$ cat src/rtl/mcp_sync_pkg.sv
// Shared constants for the multi-channel MCP data synchroniser.
package mcp_sync_pkg;

    // Qualifier interpretation
    localparam int EDGE_LEVEL  = 0;
    localparam int EDGE_TOGGLE = 1;

    // Legal depth of the qualifier synchroniser chain
    localparam int MIN_STAGES = 2;
    localparam int MAX_STAGES = 4;

    // Legal channel count
    localparam int MIN_CH = 1;
    localparam int MAX_CH = 16;

endpackage

$ cat src/rtl/multi_chan_data_sync_if.sv
// Bundle of the per-channel data/handshake vectors crossing into the CLK domain.
// master: source + consumer side; slave: the synchroniser.
interface multi_chan_data_sync_if #(
    parameter int NUM_CH    = 1,
    parameter int BUS_WIDTH = 8
);
    logic [NUM_CH*BUS_WIDTH-1:0] unsync_bus;
    logic [NUM_CH-1:0]           bus_enable;
    logic [NUM_CH-1:0]           out_ready;
    logic [NUM_CH-1:0]           ovf_clr;
    logic [NUM_CH*BUS_WIDTH-1:0] sync_bus;
    logic [NUM_CH-1:0]           out_valid;
    logic [NUM_CH-1:0]           enable_pulse;
    logic [NUM_CH-1:0]           ack_tgl;
    logic [NUM_CH-1:0]           overflow;

    modport master (
        output unsync_bus, bus_enable, out_ready, ovf_clr,
        input  sync_bus, out_valid, enable_pulse, ack_tgl, overflow
    );

    modport slave (
        input  unsync_bus, bus_enable, out_ready, ovf_clr,
        output sync_bus, out_valid, enable_pulse, ack_tgl, overflow
    );
endinterface

$ cat src/rtl/mcp_sync_chan.sv
// One MCP synchroniser channel: qualifier sync chain, edge detect,
// holding register with valid/ready output, ack toggle and sticky overflow.
// The data bus is never synchronised; it is sampled only when the
// synchronised qualifier says it has been stable for NUM_STAGES cycles.
module mcp_sync_chan
    import mcp_sync_pkg::*;
#(
    parameter int BUS_WIDTH  = 8,
    parameter int NUM_STAGES = 2,
    parameter int EDGE_MODE  = EDGE_LEVEL
) (
    input  logic                 CLK,
    input  logic                 RST,
    input  logic [BUS_WIDTH-1:0] unsync_bus,
    input  logic                 bus_enable,
    input  logic                 out_ready,
    input  logic                 ovf_clr,
    output logic [BUS_WIDTH-1:0] sync_bus,
    output logic                 out_valid,
    output logic                 enable_pulse,
    output logic                 ack_tgl,
    output logic                 overflow
);

    logic [NUM_STAGES-1:0] sync_q;
    logic                  sync_dly;
    logic                  evt;
    logic                  consume;
    logic                  capture;
    logic                  drop;

    // Level mode reacts to a rising qualifier only; toggle mode to any change.
    function automatic logic detect_event(input logic s, input logic p);
        if (EDGE_MODE == EDGE_TOGGLE)
            return s ^ p;
        else
            return s & ~p;
    endfunction

    // Qualifier synchroniser chain; bit 0 is the metastability-exposed flop.
    always_ff @(posedge CLK or negedge RST) begin
        if (!RST)
            sync_q <= '0;
        else
            sync_q <= {sync_q[NUM_STAGES-2:0], bus_enable};
    end

    // Delayed copy of the last sync stage for edge detection.
    always_ff @(posedge CLK or negedge RST) begin
        if (!RST)
            sync_dly <= 1'b0;
        else
            sync_dly <= sync_q[NUM_STAGES-1];
    end

    assign evt     = detect_event(sync_q[NUM_STAGES-1], sync_dly);
    assign consume = out_valid & out_ready;
    // A word being consumed this cycle frees the holding register for a new capture.
    assign capture = evt & (~out_valid | out_ready);
    assign drop    = evt & out_valid & ~out_ready;

    // Holding register: loads the source bus on every accepted event.
    always_ff @(posedge CLK or negedge RST) begin
        if (!RST)
            sync_bus <= '0;
        else if (capture)
            sync_bus <= unsync_bus;
    end

    // Valid flag and capture strobe; capture takes priority over consume.
    always_ff @(posedge CLK or negedge RST) begin
        if (!RST) begin
            out_valid    <= 1'b0;
            enable_pulse <= 1'b0;
        end else begin
            enable_pulse <= capture;
            if (capture)
                out_valid <= 1'b1;
            else if (consume)
                out_valid <= 1'b0;
        end
    end

    // Ack toggle returned to the source on every consumed word.
    always_ff @(posedge CLK or negedge RST) begin
        if (!RST)
            ack_tgl <= 1'b0;
        else if (consume)
            ack_tgl <= ~ack_tgl;
    end

    // Sticky overflow; a new drop wins over a simultaneous clear.
    always_ff @(posedge CLK or negedge RST) begin
        if (!RST)
            overflow <= 1'b0;
        else if (drop)
            overflow <= 1'b1;
        else if (ovf_clr)
            overflow <= 1'b0;
    end

endmodule

$ cat src/rtl/multi_chan_data_sync.sv
// Multi-channel MCP data synchroniser into the CLK domain.
// Instantiates one independent mcp_sync_chan per channel and slices the
// flat buses of the interface into per-channel words.
module multi_chan_data_sync
    import mcp_sync_pkg::*;
#(
    parameter int BUS_WIDTH  = 8,
    parameter int NUM_STAGES = 2,
    parameter int NUM_CH     = 1,
    parameter int EDGE_MODE  = EDGE_LEVEL
) (
    input  logic                   CLK,
    input  logic                   RST,
    multi_chan_data_sync_if.slave  bus_if
);

    // Reject illegal configurations at elaboration.
    if (NUM_STAGES < MIN_STAGES || NUM_STAGES > MAX_STAGES) begin : g_bad_stages
        $error("multi_chan_data_sync: NUM_STAGES=%0d outside %0d..%0d",
               NUM_STAGES, MIN_STAGES, MAX_STAGES);
    end
    if (NUM_CH < MIN_CH || NUM_CH > MAX_CH) begin : g_bad_ch
        $error("multi_chan_data_sync: NUM_CH=%0d outside %0d..%0d",
               NUM_CH, MIN_CH, MAX_CH);
    end
    if (EDGE_MODE != EDGE_LEVEL && EDGE_MODE != EDGE_TOGGLE) begin : g_bad_mode
        $error("multi_chan_data_sync: EDGE_MODE=%0d is not LEVEL or TOGGLE", EDGE_MODE);
    end

    logic [NUM_CH*BUS_WIDTH-1:0] sync_bus_w;
    logic [NUM_CH-1:0]           out_valid_w;
    logic [NUM_CH-1:0]           enable_pulse_w;
    logic [NUM_CH-1:0]           ack_tgl_w;
    logic [NUM_CH-1:0]           overflow_w;

    for (genvar c = 0; c < NUM_CH; c++) begin : g_chan
        mcp_sync_chan #(
            .BUS_WIDTH  (BUS_WIDTH),
            .NUM_STAGES (NUM_STAGES),
            .EDGE_MODE  (EDGE_MODE)
        ) u_chan (
            .CLK          (CLK),
            .RST          (RST),
            .unsync_bus   (bus_if.unsync_bus[c*BUS_WIDTH +: BUS_WIDTH]),
            .bus_enable   (bus_if.bus_enable[c]),
            .out_ready    (bus_if.out_ready[c]),
            .ovf_clr      (bus_if.ovf_clr[c]),
            .sync_bus     (sync_bus_w[c*BUS_WIDTH +: BUS_WIDTH]),
            .out_valid    (out_valid_w[c]),
            .enable_pulse (enable_pulse_w[c]),
            .ack_tgl      (ack_tgl_w[c]),
            .overflow     (overflow_w[c])
        );
    end

    assign bus_if.sync_bus     = sync_bus_w;
    assign bus_if.out_valid    = out_valid_w;
    assign bus_if.enable_pulse = enable_pulse_w;
    assign bus_if.ack_tgl      = ack_tgl_w;
    assign bus_if.overflow     = overflow_w;

endmodule

$ cat src/flat_wrapper.sv
// flat-port wrapper written by rule: the top's interface ports become plain ports
module multi_chan_data_sync_flat import mcp_sync_pkg::*;
#(
    parameter int BUS_WIDTH  = 8,
    parameter int NUM_STAGES = 2,
    parameter int NUM_CH     = 1,
    parameter int EDGE_MODE  = EDGE_LEVEL
)
  (CLK, RST, bus_if_unsync_bus, bus_if_bus_enable, bus_if_out_ready, bus_if_ovf_clr, bus_if_sync_bus, bus_if_out_valid, bus_if_enable_pulse, bus_if_ack_tgl, bus_if_overflow);
  multi_chan_data_sync_if #(.NUM_CH(NUM_CH), .BUS_WIDTH(BUS_WIDTH)) bus_if_i ();
  input  logic CLK;
  input  logic RST;
  input wire logic [$bits(bus_if_i.unsync_bus)-1:0] bus_if_unsync_bus;
  input wire logic [$bits(bus_if_i.bus_enable)-1:0] bus_if_bus_enable;
  input wire logic [$bits(bus_if_i.out_ready)-1:0] bus_if_out_ready;
  input wire logic [$bits(bus_if_i.ovf_clr)-1:0] bus_if_ovf_clr;
  output wire logic [$bits(bus_if_i.sync_bus)-1:0] bus_if_sync_bus;
  output wire logic [$bits(bus_if_i.out_valid)-1:0] bus_if_out_valid;
  output wire logic [$bits(bus_if_i.enable_pulse)-1:0] bus_if_enable_pulse;
  output wire logic [$bits(bus_if_i.ack_tgl)-1:0] bus_if_ack_tgl;
  output wire logic [$bits(bus_if_i.overflow)-1:0] bus_if_overflow;
  assign bus_if_i.unsync_bus = bus_if_unsync_bus;
  assign bus_if_i.bus_enable = bus_if_bus_enable;
  assign bus_if_i.out_ready = bus_if_out_ready;
  assign bus_if_i.ovf_clr = bus_if_ovf_clr;
  assign bus_if_sync_bus = bus_if_i.sync_bus;
  assign bus_if_out_valid = bus_if_i.out_valid;
  assign bus_if_enable_pulse = bus_if_i.enable_pulse;
  assign bus_if_ack_tgl = bus_if_i.ack_tgl;
  assign bus_if_overflow = bus_if_i.overflow;
  multi_chan_data_sync #(.BUS_WIDTH(BUS_WIDTH), .NUM_STAGES(NUM_STAGES), .NUM_CH(NUM_CH), .EDGE_MODE(EDGE_MODE)) u_core (.CLK(CLK), .RST(RST), .bus_if(bus_if_i));
endmodule
$ cat config.mk
export PLATFORM = sky130hd
export DESIGN_NAME = multi_chan_data_sync_flat
export DESIGN_NICKNAME = d
export VERILOG_FILES = /design/src/rtl/mcp_sync_pkg.sv /design/src/rtl/multi_chan_data_sync_if.sv /design/src/rtl/mcp_sync_chan.sv /design/src/rtl/multi_chan_data_sync.sv /design/src/flat_wrapper.sv
export SDC_FILE = /design/constraint.sdc
export NUM_CORES = 1
export LEC_CHECK = 0
export CORE_MARGIN = 8
export CORE_UTILIZATION = 30
export DETAILED_ROUTE_END_ITERATION = 10
export SYNTH_ARGS = -nofsm -noshare
export SYNTH_HDL_FRONTEND = slang
export SYNTH_SLANG_ARGS = --single-unit
$ cat constraint.sdc
create_clock -name CLK -period 1.9 [get_ports CLK]
set_input_delay 0.38 -clock CLK [delete_from_list [all_inputs] [get_ports CLK]]
set_output_delay 0.38 -clock CLK [all_outputs]
set_load 0.02 [all_outputs]
Yosys cells after proc, flatten, opt, wreduce, memory -nomap -nowiden
Index checks and enable logic that the tools add are counted.

word-level totals
  register bits after elaboration = 15
  input bits = 13
  output and inout bits = 12
  word-level logic and storage cells = 23

cells by class
  muxes and demuxes = 4
  bitwise logic cells = 10
  reduce and logical (&&, ||, !) cells = 2

operators with widths
  cell                number
  1-bit AND           5
  1-bit two-way mux   4
  1-bit inverter      4
  2-bit nonzero test  2
  1-bit bitwise OR    1

Logic depth before layout (Yosys ltp)
  depth in word-level cells = 5
  depth in mapped cells = 4
  gate-level depth less buffers = 3

Worst setup path before layout
OpenSTA, ideal clock, no wires.

  path type = flip-flop to flip-flop
  start point = register u_core.g_chan[0].u_chan.out_valid
  end point = register u_core.g_chan[0].u_chan.sync_bus[0]
  setup time = 125 ps
  arrival time = 1147 ps
  required time = 1775 ps
  slack = 628 ps
  stages on the path, launching flop included = 5
  path buffers = 1
  period minus slack after synthesis = 1272 ps
  path through = dfrtp_1 -> nand2b_4 -> nor2b_4 -> buf_12 -> mux2_4

on the way
  longest elaborated chain between the ends = 3

ends and longest elaborated chain
  element                                    line                 source
  start: declaration                         mcp_sync_chan.sv:19  output logic out_valid,
  start signal: assignment                   mcp_sync_chan.sv:73  out_valid <= 1'b0;
  start signal: assignment                   mcp_sync_chan.sv:78  out_valid <= 1'b1;
  start signal: assignment                   mcp_sync_chan.sv:80  out_valid <= 1'b0;
  1-bit inverter                             mcp_sync_chan.sv:59  assign capture = evt & (~out_valid | out_ready);
  1-bit bitwise OR                           mcp_sync_chan.sv:59
  1-bit AND                                  mcp_sync_chan.sv:59
  named net u_core.g_chan[0].u_chan.capture  mcp_sync_chan.sv:29  logic capture;
  end signal: assignment                     mcp_sync_chan.sv:67  sync_bus <= unsync_bus;
  end: declaration                           mcp_sync_chan.sv:18  output logic [BUS_WIDTH-1:0] sync_bus,

The timed path passes the listed nets, and every way through them passes these cells.
A chain may end at the register's enable or synchronous reset.

Worst setup path in the final report
  start point = register u_core.g_chan[0].u_chan.out_valid
  end point = output port bus_if_out_valid

RTL lines
  element           line                source
  end: declaration  flat_wrapper.sv:18  output wire logic [$bits(bus_if_i.out_valid)-1:0] bus_if_out_valid;

No word-level cell between the ends.

==> results.json <==
{
  "peakVddDrop_uv": 445.2,
  "syn-num-nets": 45,
  "slowest_stage": "clkdlybuf4s50_1",
  "num_rows": 16,
  "drc": 0,
  "path_class": "reg2out",
  "slowest_delay_ns": 0.63,
  "routed_via_density": 3.895,
  "cp_max_fo": 3,
  "rrSetupSlack_ns": 0.60,
  "critical_path_arrival_ns": 1.31,
  "cts_sinks": 15,
  "drive_above_1_share": 0.2542,
  "period_minus_slack_ns": 1.693,
  "period_share": 0.8909,
  "die_area_um2": 3610,
  "clock_latency_ns": 0.29,
  "synth_top_family_by_area": "multiplexers",
  "cts_resized": 0,
  "final_common_cell": "clkdlybuf4s50_1",
  "synth_area_um2": 583.1,
  "die_y_um": 60.09,
  "layout_common_cells": "clkdlybuf4s50_1 (24), dfrtp_1 (15), mux2_4 (8)",
  "setup_viol": 0,
  "yosysWarningCount": 0,
  "slew_headroom": 0.5743,
  "worst_pin_slew_ns": 0.6366,
  "routed-via-count": 335,
  "worstHoldStart": "u_core.g_chan[0].u_chan.sync_q[0]",
  "muxShareOfSynthArea": 0.2060,
  "synth_fa_ha_area_frac": 0,
  "required_ns": 1.52,
  "synth_seq_cells": 15,
  "h-tree-depth": 1,
  "dp_hpwl_um": 832.2,
  "r2r-start": "u_core.g_chan[0].u_chan.out_valid",
  "rsz0062_at_grt": "false",
  "synth_area_per_cell_um2": 18.22,
  "timing.rr.end": "u_core.g_chan[0].u_chan.sync_bus[4]",
  "port_buffers": 24,
  "drv_slew": 0,
  "layout.nets": 73,
  "grt_pass1_wl_mm": 1.725,
  "endpoint_kind": "output port",
  "setup_slack_ns": 0.2074,
  "drt_iter0_markers": 0,
  "status": "finished, final reports clean",
  "drtAntennaViolNets": 0,
  "antenna_found_initial": 0,
  "cts_root_buf": "clkbuf_4",
  "cp_cell_sequence": "clkdlybuf4s50_1",
  "wl_per_cell_um": 12.51,
  "ctsHoldBuffers": 0,
  "numCtsBuffers": 3,
  "hold_path_class": "reg2reg",
  "fmax_mhz": 590.8,
  "cp-startpoint": "u_core.g_chan[0].u_chan.out_valid",
  "finClkSkew_ns": 0.009483,
  "grt_pass1_vias": 397,
  "cts_tree": "done",
  "p_leak_uw": 0.0003851,
  "grt_max_degree": 16,
  "core_um2": 1902,
  "initial_core_util": 0.3066,
  "cts_setup_buffers": 0,
  "reg2regPathDepth": 3,
  "worst-path-buf-inv": 1,
  "syn_inst": 32,
  "grt_overflow": 0,
  "cpLargestDelayFamily": "buffers and inverters",
  "yosysUniqueCellTypes": 9,
  "synth_seq_area_share": 0.6438,
  "hold_path_depth": 0,
  "pre_cts_ws_ns": 0.09083,
  "yosys.area_share.simple": 0.08369,
  "synth-compound-area-share": 0.01073,
  "num_antenna_cells": 0,
  "hold_path_end": "u_core.g_chan[0].u_chan.sync_q[1]",
  "grt_usage": 0.06661,
  "ios": 25,
  "syn2layout_area_growth_pct": 48.28,
  "synth-xor-area-share": 0.01502,
  "finalWirelength_mm": 1.076,
  "fin_setup_tns_ns": 0,
  "final_hold_viol_count": 0,
  "power_density_nw_per_um2": 974.2,
  "maxCapViolCount": 0,
  "clk_pin_slew_worst_paths_ns": 0.09,
  "holdWs_ns": 0.3551,
  "cts.path.max_buffers": 2,
  "startpoint_type": "flop",
  "place.gp.congestion": 0.6142,
  "drtPass1Iterations": 1,
  "final_util": 0.4546,
  "die_x_um": 60.09
}
cell usage after synthesis:
library cell | instances | area [µm²]
buf_12 | 1 | 20.02
dfrtp_1 | 15 | 375.4
inv_1 | 1 | 3.750
mux2_4 | 8 | 120.1
nand2_1 | 2 | 7.510
nand2b_4 | 2 | 27.53
nor2b_4 | 1 | 13.76
o22ai_1 | 1 | 6.260
xnor2_1 | 1 | 8.760
metal layers:
| layer | up-vias | GRT usage | part of all wire |
|---|---|---|---|
| li1 | 158 | - | - |
| met1 | 159 | 0.06617 | 0.39 |
| met2 | 16 | 0.1031 | 0.48 |
| met3 | 2 | 0.04731 | 0.12 |
| met4 | 0 | 0.03061 | 0.0093 |
| met5 | - | 0 | 0 |
stage by stage:
| step | cell area (µm²) | total power (µW) | std cells |
|---|---|---|---|
| finish | 864.6 | 842.3 | 86 |
| global route | 864.6 | 881.9 | 86 |
| CTS | 864.6 | 857.8 | 86 |
| detailed placement | 837.1 | 676.7 | 82 |
| global placement | 837.1 | 674.0 | 82 |
| floorplan | 583.1 | 541.0 | 32 |
cells by family after synthesis:
group	after synthesis
AND/OR/NAND/NOR	5
multiplexers	8
XOR/XNOR	1
AO/OA/AOI/OAI	1
buffers and inverters	2
flip-flops	15
report_power, final:
| part | total (µW) | switching, µW | internal [µW] |
|---|---|---|---|
| Clock | 177 | 98.4 | 78.2 |
| Combinational | 267 | 109 | 158 |
| Sequential | 399 | 29.5 | 369 |
| Total | 842 | 237 | 605 |
area by class of cell:
type,count,area [µm²]
fill,177,1037
inverter,1,3.754
tap,27,33.78
multi-input combinational,15,183.9
clock buffer,3,22.52
timing repair buffer,24,240.2
sequential,15,375.4
clock inverter,1,5.005
registers in the layout (all words and copies together) (netlist names):
signal,flops
u_core.g_chan.u_chan.sync_q,2
u_core.g_chan.u_chan.ack_tgl,1
u_core.g_chan.u_chan.out_valid,1
u_core.g_chan.u_chan.overflow,1
u_core.g_chan.u_chan.sync_dly,1
u_core.g_chan.u_chan.enable_pulse,1
u_core.g_chan.u_chan.sync_bus,8
worst max-delay path by stage:
| stage | endpoint | slack (ns) | cells past startpoint |
|---|---|---|---|
| 3_5_place_dp | u_core.g_chan[0].u_chan.sync_bus[0] | 0.09 | 4 |
| 5_1_grt | bus_if_out_valid | 0.16 | 1 |
| 4_1_cts | bus_if_out_valid | 0.19 | 1 |
| 6_report | bus_if_out_valid | 0.21 | 1 |
| 3_3_place_gp | u_core.g_chan[0].u_chan.sync_bus[0] | 0.10 | 4 |
| 2_1_floorplan | u_core.g_chan[0].u_chan.sync_bus[0] | 0.63 | 4 |
Note: power is estimated with default switching activity, not from simulation.
==> variant 1 (same settings) <==
`NUM_CH` is set to 1 in 3 places; all go to 2.
--- a/src/rtl/multi_chan_data_sync_if.sv
+++ b/src/rtl/multi_chan_data_sync_if.sv
@@ -2,5 +2,5 @@
 // master: source + consumer side; slave: the synchroniser.
 interface multi_chan_data_sync_if #(
-    parameter int NUM_CH    = 1,
+    parameter int NUM_CH    = 2,
     parameter int BUS_WIDTH = 8
 );
--- a/src/rtl/multi_chan_data_sync.sv
+++ b/src/rtl/multi_chan_data_sync.sv
@@ -7,5 +7,5 @@
     parameter int BUS_WIDTH  = 8,
     parameter int NUM_STAGES = 2,
-    parameter int NUM_CH     = 1,
+    parameter int NUM_CH     = 2,
     parameter int EDGE_MODE  = EDGE_LEVEL
 ) (
--- a/src/flat_wrapper.sv
+++ b/src/flat_wrapper.sv
@@ -4,5 +4,5 @@
     parameter int BUS_WIDTH  = 8,
     parameter int NUM_STAGES = 2,
-    parameter int NUM_CH     = 1,
+    parameter int NUM_CH     = 2,
     parameter int EDGE_MODE  = EDGE_LEVEL
 )
Interface: changed (9 resized); port bits go from 25 to 48. No check against the original RTL was run, so the function may have changed too.
==> variant 1 against the original RTL <==
Design area up 100%. Core utilization is 0.87 points lower. Power up 120%. Sequential cell count increased by 15. Synthesized area up 110%. Setup slack better by 0.0085 ns. Sequential share of layout area decreased by 0.71 points. Routed wire length rose by 120%. Critical endpoint is now bus_if_out_valid[1]. Largest cell class unchanged.
==> variant 1: results (changes against the original RTL) <==
Parameter                              Value

Global route
  First-pass GRT wire length    3900 µm (was 1730 µm)
  Met1 layer usage reported by global route    0.0847 (was 0.0662)
  M2 GR Usage    0.117 (was 0.103)
  Met3 Use GR    0.0597 (was 0.0473)

Clock network
  Number of H-tree branching levels    2 (was 1)
  Worst skew pair latency    0.27 ns (was 0.29 ns)
  Root buf cell    sky130_fd_sc_hd__clkbuf_8 (was sky130_fd_sc_hd__clkbuf_4)
  Clk slew on worst S/H paths    0.06 ns (was 0.09 ns)
  Number of buffers added by the clock tree synthesis step    5 (was 3)

Yosys
  Top cell types by occurrence after synthesis    sky130_fd_sc_hd__dfrtp_1 (30), sky130_fd_sc_hd__mux2_4 (16), sky130_fd_sc_hd__buf_4 (8) (was sky130_fd_sc_hd__dfrtp_1 (15), sky130_fd_sc_hd__mux2_4 (8), sky130_fd_sc_hd__nand2_1 (2), sky130_fd_sc_hd__nand2b_4 (2))
  Number of library cell types mapped by synthesis    11 (was 9)
  Ranking of synthesized cells by area    sky130_fd_sc_hd__dfrtp_1 (62%), sky130_fd_sc_hd__mux2_4 (20%), sky130_fd_sc_hd__buf_4 (4.9%) (was sky130_fd_sc_hd__dfrtp_1 (64%), sky130_fd_sc_hd__mux2_4 (21%), sky130_fd_sc_hd__nand2b_4 (4.7%))
  Synthesized net count    96 (was 45)
  Share of the synthesized area in compound gates (AO/OA/AOI/OAI)    0.0103 (was 0.0107)

Place
  Post-detailed-placement half-perimeter wirelength    1750 µm (was 832 µm)
  Setup slack at placement    0.0757 ns (was 0.0908 ns)
  Cell area after placement    1670 µm² (was 837 µm²)
  Final estimated routing congestion in global placement    0.706 (was 0.614)
  Post-placement cell count    160 (was 82)

Timing
  Smallest setup slack after layout    0.216 ns (was 0.207 ns)
  Normalized max-slew margin    0.745 (was 0.574)
  Layout Skew    0.00637 ns (was 0.00948 ns)

Power and ir drop
  Clock group total power    0.514 mW (was 0.177 mW)
  Power density of the placed cells    1050 nW/µm² (was 974 nW/µm²)
  Sequential Power    0.803 mW (was 0.399 mW)

Routing
  Met3 routed wirelength    338 µm (was 125 µm)
  Routed wire per std cell    14.0 µm (was 12.5 µm)
  Drt via density    4.10 (was 3.90)
  Detailed-route via count    688 (was 335)
  Violation count after the first detailed-route iteration    23 (was 0)

Critical path
  End of the critical path    bus_if_out_valid[1] (was bus_if_out_valid)
  Worst r2r src    u_core.g_chan[1].u_chan.out_valid (was u_core.g_chan[0].u_chan.out_valid)
  Reg2reg end    u_core.g_chan[1].u_chan.sync_bus[5] (was u_core.g_chan[0].u_chan.sync_bus[4])

Run status
  Result of the run    complete, no violations (unchanged)

Finish
  Biggest registers after layout    u_core.g_chan.u_chan.sync_bus (16), u_core.g_chan.u_chan.sync_q (4) (was u_core.g_chan.u_chan.sync_bus (8), u_core.g_chan.u_chan.sync_q (2))
[variant 1: changes by cell type in the layout (fill, tap and decap cells not counted)]
cell,unedited run,this run
sky130_fd_sc_hd__clkbuf_8,0,6
sky130_fd_sc_hd__buf_4,0,1
sky130_fd_sc_hd__inv_1,1,2
sky130_fd_sc_hd__dfrtp_1,15,30
sky130_fd_sc_hd__nor2b_4,1,2
sky130_fd_sc_hd__o22ai_1,1,2
sky130_fd_sc_hd__xnor2_1,1,2
sky130_fd_sc_hd__clkdlybuf4s50_1,24,47
sky130_fd_sc_hd__clkbuf_1,0,1
sky130_fd_sc_hd__nand2_1,2,4
sky130_fd_sc_hd__nand2b_4,2,4
sky130_fd_sc_hd__clkbuf_4,3,0
sky130_fd_sc_hd__mux2_4,8,16
[variant 1: how the worst min path moves through the flow]
stage / from / to / slack, ns / cells after the start
global placement: u_core.g_chan[0].u_chan.sync_q[0] / u_core.g_chan[0].u_chan.sync_q[1] / 0.33 / 0
floorplan: RST / u_core.g_chan[0].u_chan.ack_tgl / 0.08 / 0
finish: u_core.g_chan[1].u_chan.sync_q[0] / u_core.g_chan[1].u_chan.sync_q[1] / 0.35 / 0
global route: u_core.g_chan[1].u_chan.sync_q[0] / u_core.g_chan[1].u_chan.sync_q[1] / 0.36 / 0
CTS: u_core.g_chan[1].u_chan.sync_q[0] / u_core.g_chan[1].u_chan.sync_q[1] / 0.35 / 0
detailed placement: u_core.g_chan[1].u_chan.sync_q[0] / u_core.g_chan[1].u_chan.sync_q[1] / 0.33 / 0
[variant 1: cell type report]
cell class / count / area (µm²)
Multi-Input combinational cell: 30 / 368
Clock buffer: 7 / 86.3
Timing Repair Buffer: 48 / 478
Inverter: 2 / 7.51
Clock inverter: 1 / 5.00
Sequential cell: 30 / 751
Fill cell: 350 / 2180
Tap cell: 50 / 62.6
==> variant 2 (config.mk and constraints unchanged) <==
Without the edit above. Reset style: synchronous (`RST`), changed in 6 clocked blocks.
--- a/src/rtl/mcp_sync_chan.sv
+++ b/src/rtl/mcp_sync_chan.sv
@@ -39,5 +39,5 @@
 
     // Qualifier synchroniser chain; bit 0 is the metastability-exposed flop.
-    always_ff @(posedge CLK or negedge RST) begin
+    always_ff @(posedge CLK) begin
         if (!RST)
             sync_q <= '0;
@@ -47,5 +47,5 @@
 
     // Delayed copy of the last sync stage for edge detection.
-    always_ff @(posedge CLK or negedge RST) begin
+    always_ff @(posedge CLK) begin
         if (!RST)
             sync_dly <= 1'b0;
@@ -61,5 +61,5 @@
 
     // Holding register: loads the source bus on every accepted event.
-    always_ff @(posedge CLK or negedge RST) begin
+    always_ff @(posedge CLK) begin
         if (!RST)
             sync_bus <= '0;
@@ -69,5 +69,5 @@
 
     // Valid flag and capture strobe; capture takes priority over consume.
-    always_ff @(posedge CLK or negedge RST) begin
+    always_ff @(posedge CLK) begin
         if (!RST) begin
             out_valid    <= 1'b0;
@@ -83,5 +83,5 @@
 
     // Ack toggle returned to the source on every consumed word.
-    always_ff @(posedge CLK or negedge RST) begin
+    always_ff @(posedge CLK) begin
         if (!RST)
             ack_tgl <= 1'b0;
@@ -91,5 +91,5 @@
 
     // Sticky overflow; a new drop wins over a simultaneous clear.
-    always_ff @(posedge CLK or negedge RST) begin
+    always_ff @(posedge CLK) begin
         if (!RST)
             overflow <= 1'b0;
Behaviour: differs if RST is asserted again (counterexample within 4 cycles, from zero or initial values and one cycle with RST low); with RST held inactive, the same outputs for 10 cycles.
==> variant 2 against the original RTL <==
Global-route usage grew 0.43 points. Sequential cell count is the same. Setup slack gained 0.018 ns. First-iteration DRC count grew 2. Critical path type unchanged. Hold slack gained 0.083 ns. Design area shrank 1.0%. Sequential share of layout area shrank 8.3 points. Synthesized area shrank 2.1%. Routed wire length grew 8.1%.
Power is not compared: it rests on default switching activity, and its combinational part moved more than twofold at a synthesized area within 25%.
==> variant 2: results (changes against the original RTL) <==
Parameter                              Value

Finish
  Most flops, register    u_core.g_chan.u_chan.sync_bus (unchanged)
  Antenna diodes    0 (unchanged)
  Post-layout nets    96 (was 73)
  Share of post-route cells with drive strength above 1    0.0976 (was 0.254)

Hold path
  Sink of the worst hold path    u_core.g_chan[0].u_chan.sync_q[1] (unchanged)
  WHS Path Cells    1 (was 0)
  HP Start    u_core.g_chan[0].u_chan.sync_q[0] (unchanged)

Yosys
  Top cell types by occurrence after synthesis    sky130_fd_sc_hd__nand2_1 (17), sky130_fd_sc_hd__dfxtp_1 (15), sky130_fd_sc_hd__mux2i_1 (8) (was sky130_fd_sc_hd__dfrtp_1 (15), sky130_fd_sc_hd__mux2_4 (8), sky130_fd_sc_hd__nand2_1 (2), sky130_fd_sc_hd__nand2b_4 (2))
  Ranking of synthesized cells by area    sky130_fd_sc_hd__dfxtp_1 (53%), sky130_fd_sc_hd__mux2i_1 (14%), sky130_fd_sc_hd__nand2_1 (11%) (was sky130_fd_sc_hd__dfrtp_1 (64%), sky130_fd_sc_hd__mux2_4 (21%), sky130_fd_sc_hd__nand2b_4 (4.7%))
  XOR/XNOR share of the synthesized area    0.0154 (was 0.0150)
  Multiplexer area fraction after synthesis    0.140 (was 0.206)
  Synthesized net count    69 (was 45)
  Sequential fraction of the synthesis area    0.526 (was 0.644)
  Number of library cell types mapped by synthesis    14 (was 9)
  Share of the synthesized area in compound gates (AO/OA/AOI/OAI)    0.0241 (was 0.0107)
  Async set or reset register ratio after synthesis    0 (was 1.00)

Clock network
  Post-CTS Setup Repair Bufs    0 (unchanged)
  Clk slew on worst S/H paths    0.08 ns

Run status
  Result of the run    complete, no violations (unchanged)

Timing
  Worst slack on hold paths    0.438 ns (was 0.355 ns)
  Normalized max-slew margin    0.787 (was 0.574)
  Layout Skew    0.00736 ns (was 0.00948 ns)
  Final setup violation count    0 (unchanged)

Place
  Final estimated routing congestion in global placement    0.622 (was 0.614)
  Cell area after placement    830 µm² (was 837 µm²)
  Post-detailed-placement half-perimeter wirelength    837 µm (was 832 µm)

Critical path
  Worst r2r src    u_core.g_chan[0].u_chan.sync_dly (was u_core.g_chan[0].u_chan.out_valid)
  Delay-heaviest family, CP    buffers and inverters (unchanged)
  Crit path launch    u_core.g_chan[0].u_chan.out_valid (unchanged)
  Reg2reg end    u_core.g_chan[0].u_chan.sync_bus[3] (was u_core.g_chan[0].u_chan.sync_bus[4])
  Worst reg-to-reg setup slack    0.87 ns (was 0.60 ns)
  Signal arrival time at the worst endpoint    1.29 ns (was 1.31 ns)

Power and ir drop
  VDD IR max    303 µV
  Standby leakage power    0.322 nW

Routing
  Violation count after the first detailed-route iteration    2 (was 0)
  Detailed-route via count    428 (was 335)
  Routed wire per std cell    10.9 µm (was 12.5 µm)
  1st-pass router iterations    3 (was 1)

Global route
  Total global-route track usage    0.0709 (was 0.0666)
  First-pass GRT wire length    1840 µm (was 1730 µm)
  Number of global-route vias before repair    400 (was 397)
  Largest net degree at the start of global routing    24 (was 16)
## variant 2: layout make-up
class                           count  area (µm²)
Inverter                            1        3.75
Timing Repair Buffer               25         248
Multi-Input combinational cell     37         246
Sequential cell                    15         300
Fill cell                         187         908
Tap cell                           25        31.3
Clock buffer                        4        26.3
## variant 2: through the flow
step | setup WS [ns] | instances | util
after floorplan | 0.802 | 56 | -
after global placement | 0.289 | 103 | 0.470
after detailed placement | 0.280 | 103 | 0.470
after CTS | 0.204 | 107 | 0.485
after global routing | 0.180 | 107 | 0.485
final | 0.226 | 107 | 0.485
## variant 2: routing by layer
metal,up-vias,global-route usage,wire length (µm)
li1,229,-,-
met3,2,0.0499,152
met2,19,0.0770,442
met5,-,0,0
met4,0,0.0510,12
met1,178,0.0901,556
## variant 2: report_power, final
group | internal (mW) | switching [mW]
clock | 0.0814 | 0.0954
combinational | 0.0493 | 0.0326
sequential | 0.325 | 0.00610
